## src/rtl/muldiv_sequencer.sv

```systemverilog
// Iterative signed multiply/divide unit with its own sequencer.
// MULT: radix-2 Booth, WIDTH iterations. DIV: restoring division on magnitudes
// plus sign fix-up, WIDTH iterations. Results land in hi/lo on entry to FINISH.
// Optional feature macro: MULDIV_EARLY_OUT_EN. When defined, trivially-zero results
// skip the iterations and complete in cycle 1.
module muldiv_sequencer #(
    parameter int unsigned WIDTH = 32,
    parameter int unsigned CNT_W = 6
) (
    input  logic             clk,
    input  logic             reset,
    input  logic             start,
    input  logic             op,
    input  logic [WIDTH-1:0] a,
    input  logic [WIDTH-1:0] b,
    output logic             busy,
    output logic             done,
    output logic             div_zero,
    output logic [WIDTH-1:0] hi,
    output logic [WIDTH-1:0] lo
);
    localparam int unsigned AccW = 2 * WIDTH + 1;

    typedef enum logic [2:0] {StIdle, StMult, StDiv, StFinish, StDzero} state_e;

    state_e state_q, state_d;

    // Accumulator layout: [2W:W+1] upper (partial product / remainder),
    // [W:1] lower (multiplier / quotient bits), [0] Booth's q(-1).
    logic [AccW-1:0]  acc_q, acc_d;
    logic [WIDTH-1:0] opnd_q, opnd_d;
    logic [CNT_W-1:0] cnt_q, cnt_d;
    logic             q_neg_q, q_neg_d;
    logic             r_neg_q, r_neg_d;
    logic [WIDTH-1:0] hi_q, hi_d;
    logic [WIDTH-1:0] lo_q, lo_d;

    logic             b_zero, early_out, last_iter;
    logic [WIDTH-1:0] a_mag, b_mag;
    logic [WIDTH-1:0] acc_u, acc_l;
    logic [WIDTH:0]   booth_sum, div_part, div_diff;
    logic [AccW-1:0]  mult_step, div_step;
    logic [WIDTH-1:0] quo_mag, rem_mag;

    assign b_zero    = (b == '0);
    assign a_mag     = a[WIDTH-1] ? (~a + WIDTH'(1)) : a;
    assign b_mag     = b[WIDTH-1] ? (~b + WIDTH'(1)) : b;
    assign last_iter = (cnt_q == CNT_W'(WIDTH - 1));

`ifdef MULDIV_EARLY_OUT_EN
    logic a_zero;
    assign a_zero    = (a == '0);
    assign early_out = op ? a_zero : (a_zero | b_zero);
`else
    assign early_out = 1'b0;
`endif

    // One iteration of each algorithm, computed from the current accumulator
    always_comb begin
        acc_u = acc_q[AccW-1:WIDTH+1];
        acc_l = acc_q[WIDTH:1];
        // Booth add/sub in W+1 bits so the shifted-in sign bit is always the true sign
        case (acc_q[1:0])
            2'b01:   booth_sum = {acc_u[WIDTH-1], acc_u} + {opnd_q[WIDTH-1], opnd_q};
            2'b10:   booth_sum = {acc_u[WIDTH-1], acc_u} - {opnd_q[WIDTH-1], opnd_q};
            default: booth_sum = {acc_u[WIDTH-1], acc_u};
        endcase
        // Arithmetic shift right of {sum, lower, q(-1)} drops q(-1) and keeps the rest
        mult_step = {booth_sum, acc_l};
        div_part  = {acc_u, acc_l[WIDTH-1]};
        div_diff  = div_part - {1'b0, opnd_q};
        if (!div_diff[WIDTH]) begin
            div_step = {div_diff[WIDTH-1:0], acc_l[WIDTH-2:0], 1'b1, 1'b0};
        end else begin
            div_step = {div_part[WIDTH-1:0], acc_l[WIDTH-2:0], 1'b0, 1'b0};
        end
        quo_mag = div_step[WIDTH:1];
        rem_mag = div_step[AccW-1:WIDTH+1];
    end

    // State register
    always_ff @(posedge clk) begin
        if (reset) begin
            state_q <= StIdle;
        end else begin
            state_q <= state_d;
        end
    end

    // Next-state logic; divide-by-zero takes precedence over early-out
    always_comb begin
        state_d = state_q;
        unique case (state_q)
            StIdle: begin
                if (start) begin
                    if (op && b_zero) begin
                        state_d = StDzero;
                    end else if (early_out) begin
                        state_d = StFinish;
                    end else if (op) begin
                        state_d = StDiv;
                    end else begin
                        state_d = StMult;
                    end
                end
            end
            StMult, StDiv: begin
                if (last_iter) begin
                    state_d = StFinish;
                end
            end
            StFinish, StDzero: state_d = StIdle;
            default:           state_d = StIdle;
        endcase
    end

    // Moore outputs
    always_comb begin
        busy     = (state_q != StIdle);
        done     = (state_q == StFinish);
        div_zero = (state_q == StDzero);
        hi       = hi_q;
        lo       = lo_q;
    end

    // Datapath next-state: operand capture, iteration, and result write-back
    always_comb begin
        acc_d   = acc_q;
        opnd_d  = opnd_q;
        cnt_d   = cnt_q;
        q_neg_d = q_neg_q;
        r_neg_d = r_neg_q;
        hi_d    = hi_q;
        lo_d    = lo_q;
        unique case (state_q)
            StIdle: begin
                cnt_d = '0;
                if (start) begin
                    opnd_d  = op ? b_mag : a;
                    acc_d   = op ? {{WIDTH{1'b0}}, a_mag, 1'b0} : {{WIDTH{1'b0}}, b, 1'b0};
                    q_neg_d = a[WIDTH-1] ^ b[WIDTH-1];
                    r_neg_d = a[WIDTH-1];
                    if (early_out && !(op && b_zero)) begin
                        hi_d = '0;
                        lo_d = '0;
                    end
                end
            end
            StMult: begin
                acc_d = mult_step;
                cnt_d = cnt_q + CNT_W'(1);
                if (last_iter) begin
                    cnt_d = '0;
                    hi_d  = mult_step[AccW-1:WIDTH+1];
                    lo_d  = mult_step[WIDTH:1];
                end
            end
            StDiv: begin
                acc_d = div_step;
                cnt_d = cnt_q + CNT_W'(1);
                if (last_iter) begin
                    cnt_d = '0;
                    // Quotient truncates toward zero; remainder follows the dividend sign
                    lo_d  = q_neg_q ? (~quo_mag + WIDTH'(1)) : quo_mag;
                    hi_d  = r_neg_q ? (~rem_mag + WIDTH'(1)) : rem_mag;
                end
            end
            default: begin
            end
        endcase
    end

    // Datapath registers
    always_ff @(posedge clk) begin
        if (reset) begin
            acc_q   <= '0;
            opnd_q  <= '0;
            cnt_q   <= '0;
            q_neg_q <= 1'b0;
            r_neg_q <= 1'b0;
            hi_q    <= '0;
            lo_q    <= '0;
        end else begin
            acc_q   <= acc_d;
            opnd_q  <= opnd_d;
            cnt_q   <= cnt_d;
            q_neg_q <= q_neg_d;
            r_neg_q <= r_neg_d;
            hi_q    <= hi_d;
            lo_q    <= lo_d;
        end
    end

endmodule

```

## config.mk

```make
export PLATFORM = sky130hd
export DESIGN_NAME = muldiv_sequencer
export DESIGN_NICKNAME = d
export VERILOG_FILES = /design/src/rtl/muldiv_sequencer.sv
export SDC_FILE = /design/constraint.sdc
export NUM_CORES = 1
export LEC_CHECK = 0
export ABC_AREA = 0
export BUFFER_PORTS_ARGS = -buffer_cell sky130_fd_sc_hd__clkbuf_2
export CELL_PAD_IN_SITES_DETAIL_PLACEMENT = 0
export CELL_PAD_IN_SITES_GLOBAL_PLACEMENT = 2
export CORE_ASPECT_RATIO = 0.9
export CORE_MARGIN = 1.5
export CORE_UTILIZATION = 35
export DETAILED_ROUTE_END_ITERATION = 6
export PLACE_DENSITY = 0.91
export SYNTH_ARGS = -nofsm -noshare
export SYNTH_HDL_FRONTEND = slang
export SYNTH_SLANG_ARGS = --single-unit
```

## constraint.sdc

```tcl
create_clock -name clk -period 8 [get_ports clk]
set_clock_uncertainty 0.1 [all_clocks]
set_input_delay 0 -clock clk [delete_from_list [all_inputs] [get_ports clk]]
set_output_delay 0 -clock clk [all_outputs]
set_load 0.02 [all_outputs]
```

### Word-level counts from Yosys, hierarchy flattened

Cells that the tools add are included.

| cells by class | value |
|---|---|
| add/sub/neg operators | 8 |
| eq/ne operators | 11 |
| multiplexer cells | 23 |
| bitwise operators | 5 |
| reduce and logical (&&, ||, !) cells | 12 |

Operators by type and width:

| kind | count |
|---|---|
| 2-to-1 mux 32 bit | 9 |
| one-hot mux 65 bit (3 select lines) | 1 |
| 2-to-1 mux 65 bit | 2 |
| adder 32 x 1 -> 32 bit (second input constant) | 4 |
| NOT 32 bit | 4 |
| one-hot mux 32 bit (2 select lines) | 2 |
| one-hot mux 33 bit (2 select lines) | 1 |
| adder 32 x 32 -> 33 bit | 1 |
| 2-to-1 mux 33 bit | 1 |
| subtractor 32 x 32 -> 33 bit | 1 |
| subtractor 33 x 32 -> 33 bit | 1 |
| zero test 32 bit | 1 |
| one-hot mux 6 bit (2 select lines) | 1 |
| 2-to-1 mux 3 bit | 3 |
| adder 6 x 1 -> 6 bit (second input constant) | 1 |
| == test 3 x 2 -> 1 bit (second input constant) | 2 |
| == test 6 x 5 -> 1 bit (second input constant) | 1 |
| 2-to-1 mux 6 bit | 1 |
| != test 2 bit (second input constant) | 3 |
| one-hot mux 3 bit (2 select lines) | 1 |
| AND reduction 2 bit | 3 |
| nonzero test 3 bit | 2 |
| nonzero test 2 bit | 2 |
| == test 3 x 1 -> 1 bit (second input constant) | 1 |
| other kinds (10) | 10 |

| word-level totals | value |
|---|---|
| bits in registers | 172 |
| bits of input ports | 68 |
| logic and storage cells | 67 |

### Depth between registers and ports, before layout

Gate-level depths: netlist of run 1.

| depth | value |
|---|---|
| word-level depth | 7 |
| gate-level depth with buffers | 24 |
| gate-level depth less buffers | 22 |

### Worst setup path after synthesis of run 1

OpenSTA, ideal clock, no wires.

| path | value |
|---|---|
| path kind | register -> register |
| from | register acc_q[32] |
| to | register hi_q[28] (netlist: hi[28]) |
| arrival time | 6.119 ns |
| data required time | 7.840 ns |
| path slack | 1.721 ns |
| cell stages (with the launch flop) | 24 |
| buffers on the path | 2 |
| clock period less this slack | 6.279 ns |
| cell sequence | dfxtp_1 -> inv_1 -> ha_1 -> inv_1 -> fa_1 -> a211oi_1 -> o21ai_1 -> nand4_1 -> a21oi_1 -> o21a_1 -> nor2_1 -> clkbuf_1 -> buf_1 -> mux2_2 -> inv_1 -> ha_1 -> inv_1 -> or4_1 -> or4_1 -> or4_4 -> a211o_1 -> or3b_1 -> a2111oi_0 -> a311o_1 |

| between the ends | value |
|---|---|
| word-level cells in the longest chain between the ends | 7 |

RTL lines:

| element | RTL line | text |
|---|---|---|
| from (decl) | 30 | `logic [AccW-1:0] acc_q, acc_d;` |
| from (signal assigned) | 176 | `acc_q <= '0;` |
| from (signal assigned) | 184 | `acc_q <= acc_d;` |
| subtractor 33 x 32 -> 33 bit | 71 | `div_diff = div_part - {1'b0, opnd_q};` |
| 2-to-1 mux 65 bit * | 72 | `if (!div_diff[WIDTH]) begin` |
| NOT 32 bit | 165 | `hi_d = r_neg_q ? (~rem_mag + WIDTH'(1)) : rem_mag;` |
| adder 32 x 1 -> 32 bit | 165 |  |
| 2-to-1 mux 32 bit * | 165 |  |
| 2-to-1 mux 32 bit * | 161 | `if (last_iter) begin` |
| one-hot mux 32 bit (2 select lines) * | 135 | `unique case (state_q)` |
| to (signal assigned) | 189 | `hi_q <= hi_d;` |
| to (decl) | 35 | `logic [WIDTH-1:0] hi_q, hi_d;` |

Every way passes the cells marked *; elsewhere a longest branch is shown, timed or not. The select of a mux whose other input is x is not followed.
A chain may end at the register's enable or synchronous reset.

### Final worst setup path of run 1

| path | value |
|---|---|
| from | register opnd_q[7] |
| to | register hi_q[28] (netlist: hi[28]) |

| between the ends | value |
|---|---|
| word-level cells in the longest chain between the ends | 7 |

RTL lines:

| element | RTL line | text |
|---|---|---|
| from (decl) | 31 | `logic [WIDTH-1:0] opnd_q, opnd_d;` |
| from (signal assigned) | 185 | `opnd_q <= opnd_d;` |
| subtractor 33 x 32 -> 33 bit | 71 |  |
| 2-to-1 mux 65 bit | 72 |  |
| NOT 32 bit | 165 |  |
| adder 32 x 1 -> 32 bit | 165 |  |
| 2-to-1 mux 32 bit | 165 |  |
| 2-to-1 mux 32 bit | 161 |  |
| one-hot mux 32 bit (2 select lines) * | 135 |  |

Marked as above.

==> results of run 1 <==
## worst register-to-register path, delay by kind of cell (launching register included)
| family | cells | cell delay (ns) |
|---|---|---|
| buffers and inverters | 3 | 0.20 |
| muxes | 1 | 0.41 |
| AOI/OAI and AO/OA | 7 | 2.31 |
| DFF | 1 | 0.43 |
| adders and majority gates | 2 | 0.60 |
| and+or+nand+nor | 6 | 2.60 |
## repair_timing
item / 4_1_cts / 5_1_grt
hold endpoints to repair: 122 / 0
hold buffers: 62 / 0
endpoints found under the setup margin: 0 / 0
## state kept, by name (all words and copies together), names as in the netlist
signal and count:
acc_q 65, cnt_q 6, hi 32, lo 32, opnd_q 32, q_neg_q 1
r_neg_q 1, state_q 3
## Yosys cell counts, drive strengths merged, types with 16 or more instances
| library cell | number |
|---|---|
| mux2i | 20 |
| inv | 63 |
| xnor2 | 71 |
| and3 | 16 |
| nor2 | 325 |
| o22ai | 22 |
| nand3 | 36 |
| a221o | 16 |
| or4 | 29 |
| dfxtp | 172 |
| and2 | 16 |
| a221oi | 36 |
| nand2 | 194 |
| ha | 71 |
| o21ai | 142 |
| nor4 | 25 |
| a21o | 27 |
| a211oi | 106 |
| a21oi | 171 |
| or3 | 22 |
| a31oi | 30 |
| buf | 23 |
| xor2 | 112 |
| o31ai | 45 |
| nor3 | 43 |
| clkbuf | 135 |
## power by group through the flow
stage | registers [mW] | clock network (mW) | logic, mW
floorplan | 1.02 | 0 | 2.46
global placement | 1.11 | 0 | 3.37
detailed placement | 1.12 | 0 | 3.37
CTS | 1.10 | 0.899 | 3.41
global route | 1.12 | 0.928 | 3.76
finish | 1.10 | 0.888 | 3.48
## worst max path at each step
| stage | startpoint | endpoint | slack (ns) | cells past startpoint |
|---|---|---|---|---|
| 2_1_floorplan | acc_q[32]$_SDFFE_PP0P_ | hi[28]$_SDFFE_PP0P_ | 1.72 | 23 |
| 3_3_place_gp | acc_q[32]$_SDFFE_PP0P_ | hi[28]$_SDFFE_PP0P_ | 1.63 | 21 |
| 3_5_place_dp | acc_q[32]$_SDFFE_PP0P_ | hi[28]$_SDFFE_PP0P_ | 1.49 | 21 |
| 4_1_cts | opnd_q[18]$_SDFFE_PP0P_ | hi[28]$_SDFFE_PP0P_ | 1.46 | 20 |
| 5_1_grt | opnd_q[7]$_SDFFE_PP0P_ | hi[28]$_SDFFE_PP0P_ | 0.90 | 20 |
| 6_report | opnd_q[7]$_SDFFE_PP0P_ | hi[28]$_SDFFE_PP0P_ | 1.29 | 19 |
## kinds of logic (layout without fill, tap and decap cells)
logic type / after synthesis / count (layout) / share of synthesized area (%)
DFF: 172 / 172 / 21.93
AOI/OAI and AO/OA: 737 / 737 / 31.69
xor gates and xnor gates: 183 / 183 / 10.21
buffers and inverters: 221 / 312 / 5.387
muxes: 31 / 31 / 2.136
and+or+nand+nor: 775 / 775 / 22.73
adders and majority gates: 73 / 73 / 5.913
## cell type report
cell class                 count  area [µm²]  share of cell area [%]
multi-input combinational   1799       11450                   63.91
sequential                   172        3445                   19.23
timing repair buffer         217        1458                   8.137
tap                          600       750.7                   4.191
clock buffer                  18       429.2                   2.396
inverter                      63       236.5                   1.320
clock inverter                14       147.6                  0.8241
## stage by stage
step                instance area [µm²]  cells  hold WS [ns]  setup WS [ns]
CTS                               17910   2883       0.02099          1.456
detailed placement                16720   2789        0.3128          1.493
finish                            17910   2883       0.03126          1.294
global route                      17910   2883       0.07223         0.8974
global placement                  16720   2789        0.3160          1.632
floorplan                         15700   2192       0.09160          1.721
## routing by layer
layer  track usage [%]  vias to the layer above
li1                  -                     8253
met1             40.76                     8278
met2             39.95                      650
met3             2.861                       46
met4             6.238                        0
met5                 0                        -
==> metrics.txt, run 1 <==
library cell appearing most often on the critical path sky130_fd_sc_hd__inv_1; Reg-to-Reg Start opnd_q[7]$_SDFFE_PP0P_; filler cell count 4721; routed metal-1 wire length 30.57 mm; 1st-iter DRT viols 1724; wire length of the first global-routing pass 95.27 mm; Post-synth top flop sky130_fd_sc_hd__dfxtp_1; slew at the pin with the worst max-slew slack 1.220 ns; main area contributors after synthesis sky130_fd_sc_hd__dfxtp_1 22%, sky130_fd_sc_hd__nor2_1 7.8%, sky130_fd_sc_hd__xor2_1 6.2%, sky130_fd_sc_hd__ha_1 5.7%, sky130_fd_sc_hd__a21oi_1 5.4%; height of the die 203.9 µm; cell count after synthesis 2192; YS warnings 0; timing-limited maximum frequency 0.1491 GHz; clock sink count 172; final setup violation count 0; part of the total power dissipated in the clock network 16.2%; required time of the worst setup path 8.33 ns; Detail Route Antenna Nets 0; sink of the worst hold path opnd_q[7]$_SDFFE_PP0P_; Yosys cell types 85; Sw Ratio 52.55%; Largest delay share family, worst path simple AND/OR/NAND/NOR gates; total global-route track usage 26.80%; Remaining DRCs 0; crit path cell chain inv_1 > ha_1 > a2111oi_1 > o21ai_1 > nand4_1 > a21oi_1 > o21a_1 > nor2_4 > mux2_2 > inv_1 > ha_1 > inv_1 > or4_1 > or4_1 > or4_4 > a211o_1 > or3b_1 > a2111oi_0 > a311o_1; slowest stage cell on the critical path sky130_fd_sc_hd__or4_1; total clock buffers created by CTS 17; number of setup buffers added after CTS 0; Final nets 2411; count of input and output buffers 134; met2 wire length 27.12 mm; total of max-cap violations 0; maximum fanout along the worst path 12; # resized after CTS 0; vias in the first global route 15342; Antenna Cells 0; total internal power 2.598 mW; residual overflow from global routing 0; final period utilization 83.83%; clk buf depth 2; FF-to-FF End hi[28]$_SDFFE_PP0P_; synthesized flop and latch total 172; static power due to leakage 6.937 nW; Crit Path Class reg -> reg; result of the run complete, no violations; proportion of layout cells with a drive suffix above 1 10.38%; routed via count divided by cell count 5.975; Post-Route Utilization 40.52%; netlist area before placement 15700 µm²; area share of the largest cell type after synthesis 21.93%; post-detailed-routing wire length 62.68 mm; Pwr per Cell Area 305.7 nW/µm²; post-detailed-placement half-perimeter wirelength 46.30 mm; final RePlAce weighted congestion 0.9521; R2R setup slack 1.29 ns; Period minus WS final 6.706 ns; H-Tree Depth 4; fraction of power consumed by combinational cells 63.6%; highest routed layer met4; final routed wire length divided by cell count 21.74 µm; CTS tree built; path class of the lowest-slack min-delay path in -> reg; mean post-synth cell area 7.163 µm²; switching power total 2.878 mW; Critical Path Sink Type flop; sort of element at the start of the critical path flop; number of buffers and inverters on the critical path 3; final count of pins violating max slew 0; die area 46140 µm²; initial core utilization 35.52%; Core Region 44210 µm²; most frequent standard cell in the layout excluding fill and tap cells sky130_fd_sc_hd__nor2_1; fraction of power consumed by sequential logic 20.2%; total iterations of the first detailed-routing run 5; total power of the final layout 5.476 mW; largest area contributor in the synthesized netlist sky130_fd_sc_hd__dfxtp_1; number of top-level design ports 135; worst slew margin relative to its limit 18.55%; clock root buffer sky130_fd_sc_hd__clkbuf_16; Horiz. Die Dim 226.3 µm; number of rows created at floorplan 73; share of flip-flops with an asynchronous set or reset 0%; routed via count 17227; clock latency reported for the late side of the worst-skew pair 0.48 ns; delay contributed by the slowest stage of the critical path 0.52 ns; antenna violations before repair 0; number of cells on the worst reg-to-reg path 19; critical path arrival 7.03 ns; leading cell types in the layout, fill and taps excluded 322 x sky130_fd_sc_hd__nor2_1, 192 x sky130_fd_sc_hd__nand2_1, 171 x sky130_fd_sc_hd__dfxtp_1; RSZ-0062 raised after global routing false; sequential-to-total area share from yosys stat 21.93%; clock slew at reported path FFs 0.08 ns; area overhead of the layout relative to synthesis 14.10%; worst vdd ir 0.0001894 V; largest net degree at the start of global routing 93; number of enable flip-flop cells after synthesis 0; routed wl met3 4.026 mm; worst min-delay path startpoint b[7]; number of nets in the synthesized netlist 2333; Setup Total Neg Slack 0 ns; number of failing hold endpoints at the final stage 0; worst hold path stage count 5
(Power assumes the default switching activity.)
==> run 2, diff against run 1 <==
==> constraint.sdc (replaced) <==
create_clock -name clk -period 6.8 [get_ports clk]
set_clock_uncertainty 0.1 [all_clocks]
set_input_delay 0 -clock clk [delete_from_list [all_inputs] [get_ports clk]]
set_output_delay 0 -clock clk [all_outputs]
set_load 0.02 [all_outputs]
==> metrics.txt, run 2 (synthesis gave the netlist of run 1 again) <==
area overhead of the layout relative to synthesis 14.30%; Post-Route Utilization 40.60% (+0.074 points); final routed wire length divided by cell count 21.49 µm (-1.2%); worst slew margin relative to its limit 21.31% (+2.8 points); total iterations of the first detailed-routing run 7 (+2); die area 46140 µm² (unchanged); clock latency reported for the late side of the worst-skew pair 0.49 ns (about the same); vias in the first global route 15470 (+0.83%); Antenna Cells 0 (unchanged); clock slew at reported path FFs 0.09 ns (about the same); final setup violation count 0 (unchanged); critical path arrival 6.78 ns (-0.25 ns); count of input and output buffers 134 (unchanged); Crit Path Class reg -> reg; total global-route track usage 26.48% (-0.33 points); Core Region 44210 µm² (unchanged); area of all placed cells without fillers 17950 µm² (+0.18%); initial core utilization 35.52% (unchanged); total of max-cap violations 0 (unchanged); slew at the pin with the worst max-slew slack 1.179 ns (-0.04124 ns); residual overflow from global routing 0 (unchanged); maximum fanout along the worst path 10 (-2); final count of pins violating max slew 0 (unchanged); routed via count divided by cell count 5.913 (-1.1%); total power of the final layout 6.420 mW (+17%); Critical Path Sink Type flop; number of rows created at floorplan 73 (unchanged); Detail Route Antenna Nets 0 (unchanged); 1st-iter DRT viols 1812 (+5.1%); R2R setup slack 0.33 ns (-0.96 ns); number of failing hold endpoints at the final stage 0 (unchanged); Pwr per Cell Area 357.7 nW/µm² (+17%); number of top-level design ports 135 (unchanged); Final nets 2412 (+0.041%); path class of the lowest-slack min-delay path in -> reg; area after detailed placement 16770 µm² (+0.30%); required time of the worst setup path 7.12 ns (-1.21 ns); CTS tree built; antenna violations before repair 0 (unchanged); Horiz. Die Dim 226.3 µm (unchanged); clock sink count 172 (unchanged); post-detailed-placement half-perimeter wirelength 46.50 mm (+0.42%); final RePlAce weighted congestion 0.9443 (-0.82%); worst vdd ir 0.0002293 V (+21%); proportion of layout cells with a drive suffix above 1 10.64% (+0.26 points); most frequent standard cell in the layout excluding fill and tap cells sky130_fd_sc_hd__nor2_1; Largest register FFs 65 (unchanged); total clock buffers created by CTS 17 (unchanged); timing-limited maximum frequency 0.1547 GHz (+3.7%); height of the die 203.9 µm (unchanged); top register by number of flip-flops acc_q; largest net degree at the start of global routing 91 (-2.2%); H-Tree Depth 4 (unchanged); Remaining DRCs 0 (unchanged); clock root buffer sky130_fd_sc_hd__clkbuf_16; clk buf depth 2 (unchanged); static power due to leakage 6.953 nW (+0.23%); final period utilization 95.09% (+11 points); RSZ-0062 raised after global routing false; sort of element at the start of the critical path flop; post-detailed-routing wire length 61.98 mm (-1.1%); Setup Total Neg Slack 0 ns (unchanged); routed via count 17052 (-1.0%); leading cell types in the layout, fill and taps excluded 322 x sky130_fd_sc_hd__nor2_1, 192 x sky130_fd_sc_hd__nand2_1, 171 x sky130_fd_sc_hd__dfxtp_1; result of the run complete, no violations; wire length of the first global-routing pass 93.65 mm (-1.7%); Period minus WS final 6.466 ns (-0.2401 ns)
[run 2: cell types whose count changed in the layout (fill, tap and decap cells not counted), sizes merged]
cell / delta
clkbuf: -1
clkinv: +5
bufinv: -1
inv: -3
dlygate4sd3: -4
buf: +5
[run 2: final timing paths]
path,startpoint,endpoint,cells past startpoint
worst max-delay path,opnd_q[18]$_SDFFE_PP0P_,hi[28]$_SDFFE_PP0P_,19
worst min-delay path,b[23],opnd_q[23]$_SDFFE_PP0P_,5
worst max register to register,opnd_q[18]$_SDFFE_PP0P_,hi[28]$_SDFFE_PP0P_,19
worst min register to register,lo[31]$_SDFFE_PP0P_,lo[31]$_SDFFE_PP0P_,2
[run 2: where the power goes]
part | internal (mW) | switching, mW
Combinational | 1.45 | 2.64
Clock | 0.494 | 0.536
Sequential | 1.10 | 0.200
[run 2: cell type report]
type	instances	area, µm²
clock buffer	17	425.4
clock inverter	15	173.9
fill	4700	26260
inverter	63	236.5
multi-input combinational	1799	11450
sequential	172	3445
tap	600	750.7
timing repair buffer	218	1468
[run 2: routing by layer]
layer / GRT usage (%) / routed length [µm] / share of wire, %
met4: 6.810 / 1255 / 2.0
met1: 39.22 / 30050 / 48
met5: 0 / 0 / 0
met2: 38.90 / 26320 / 42
met3: 4.859 / 4348 / 7.0
[run 2: metrics by stage]
stage | worst slack, ns | instances | hold WS, ns
2_1_floorplan | 0.5213 | 2192 | 0.09160
3_3_place_gp | 0.6024 | 2794 | 0.3177
3_5_place_dp | 0.4776 | 2794 | 0.3100
4_1_cts | 0.3992 | 2884 | 0.0009340
5_1_grt | 0.08923 | 2884 | 0.07095
6_report | 0.3339 | 2884 | 0.008923
[run 2: timing repair]
item | 4_1_cts | 5_1_grt
gates resized for setup | 0 | 0
setup buffers | 0 | 0
hold buffers | 58 | 0
hold endpoints to repair | 121 | 0
[run 2: critical path: stages (launching register included)]
cell	delay [ns]
sky130_fd_sc_hd__dfxtp_1	0.41
sky130_fd_sc_hd__inv_1	0.07
sky130_fd_sc_hd__ha_1	0.45
sky130_fd_sc_hd__nand2_1	0.29
sky130_fd_sc_hd__nor4_2	0.40
sky130_fd_sc_hd__nand4_1	0.33
sky130_fd_sc_hd__a21oi_1	0.32
sky130_fd_sc_hd__nor3_1	0.12
sky130_fd_sc_hd__nor2_4	0.18
sky130_fd_sc_hd__mux2_2	0.38
sky130_fd_sc_hd__inv_1	0.06
sky130_fd_sc_hd__ha_1	0.21
sky130_fd_sc_hd__inv_1	0.08
sky130_fd_sc_hd__or4_1	0.53
sky130_fd_sc_hd__or4_1	0.50
sky130_fd_sc_hd__or4_4	0.48
sky130_fd_sc_hd__a211o_1	0.42
sky130_fd_sc_hd__or3b_1	0.41
sky130_fd_sc_hd__a2111oi_0	0.47
sky130_fd_sc_hd__a311o_1	0.19
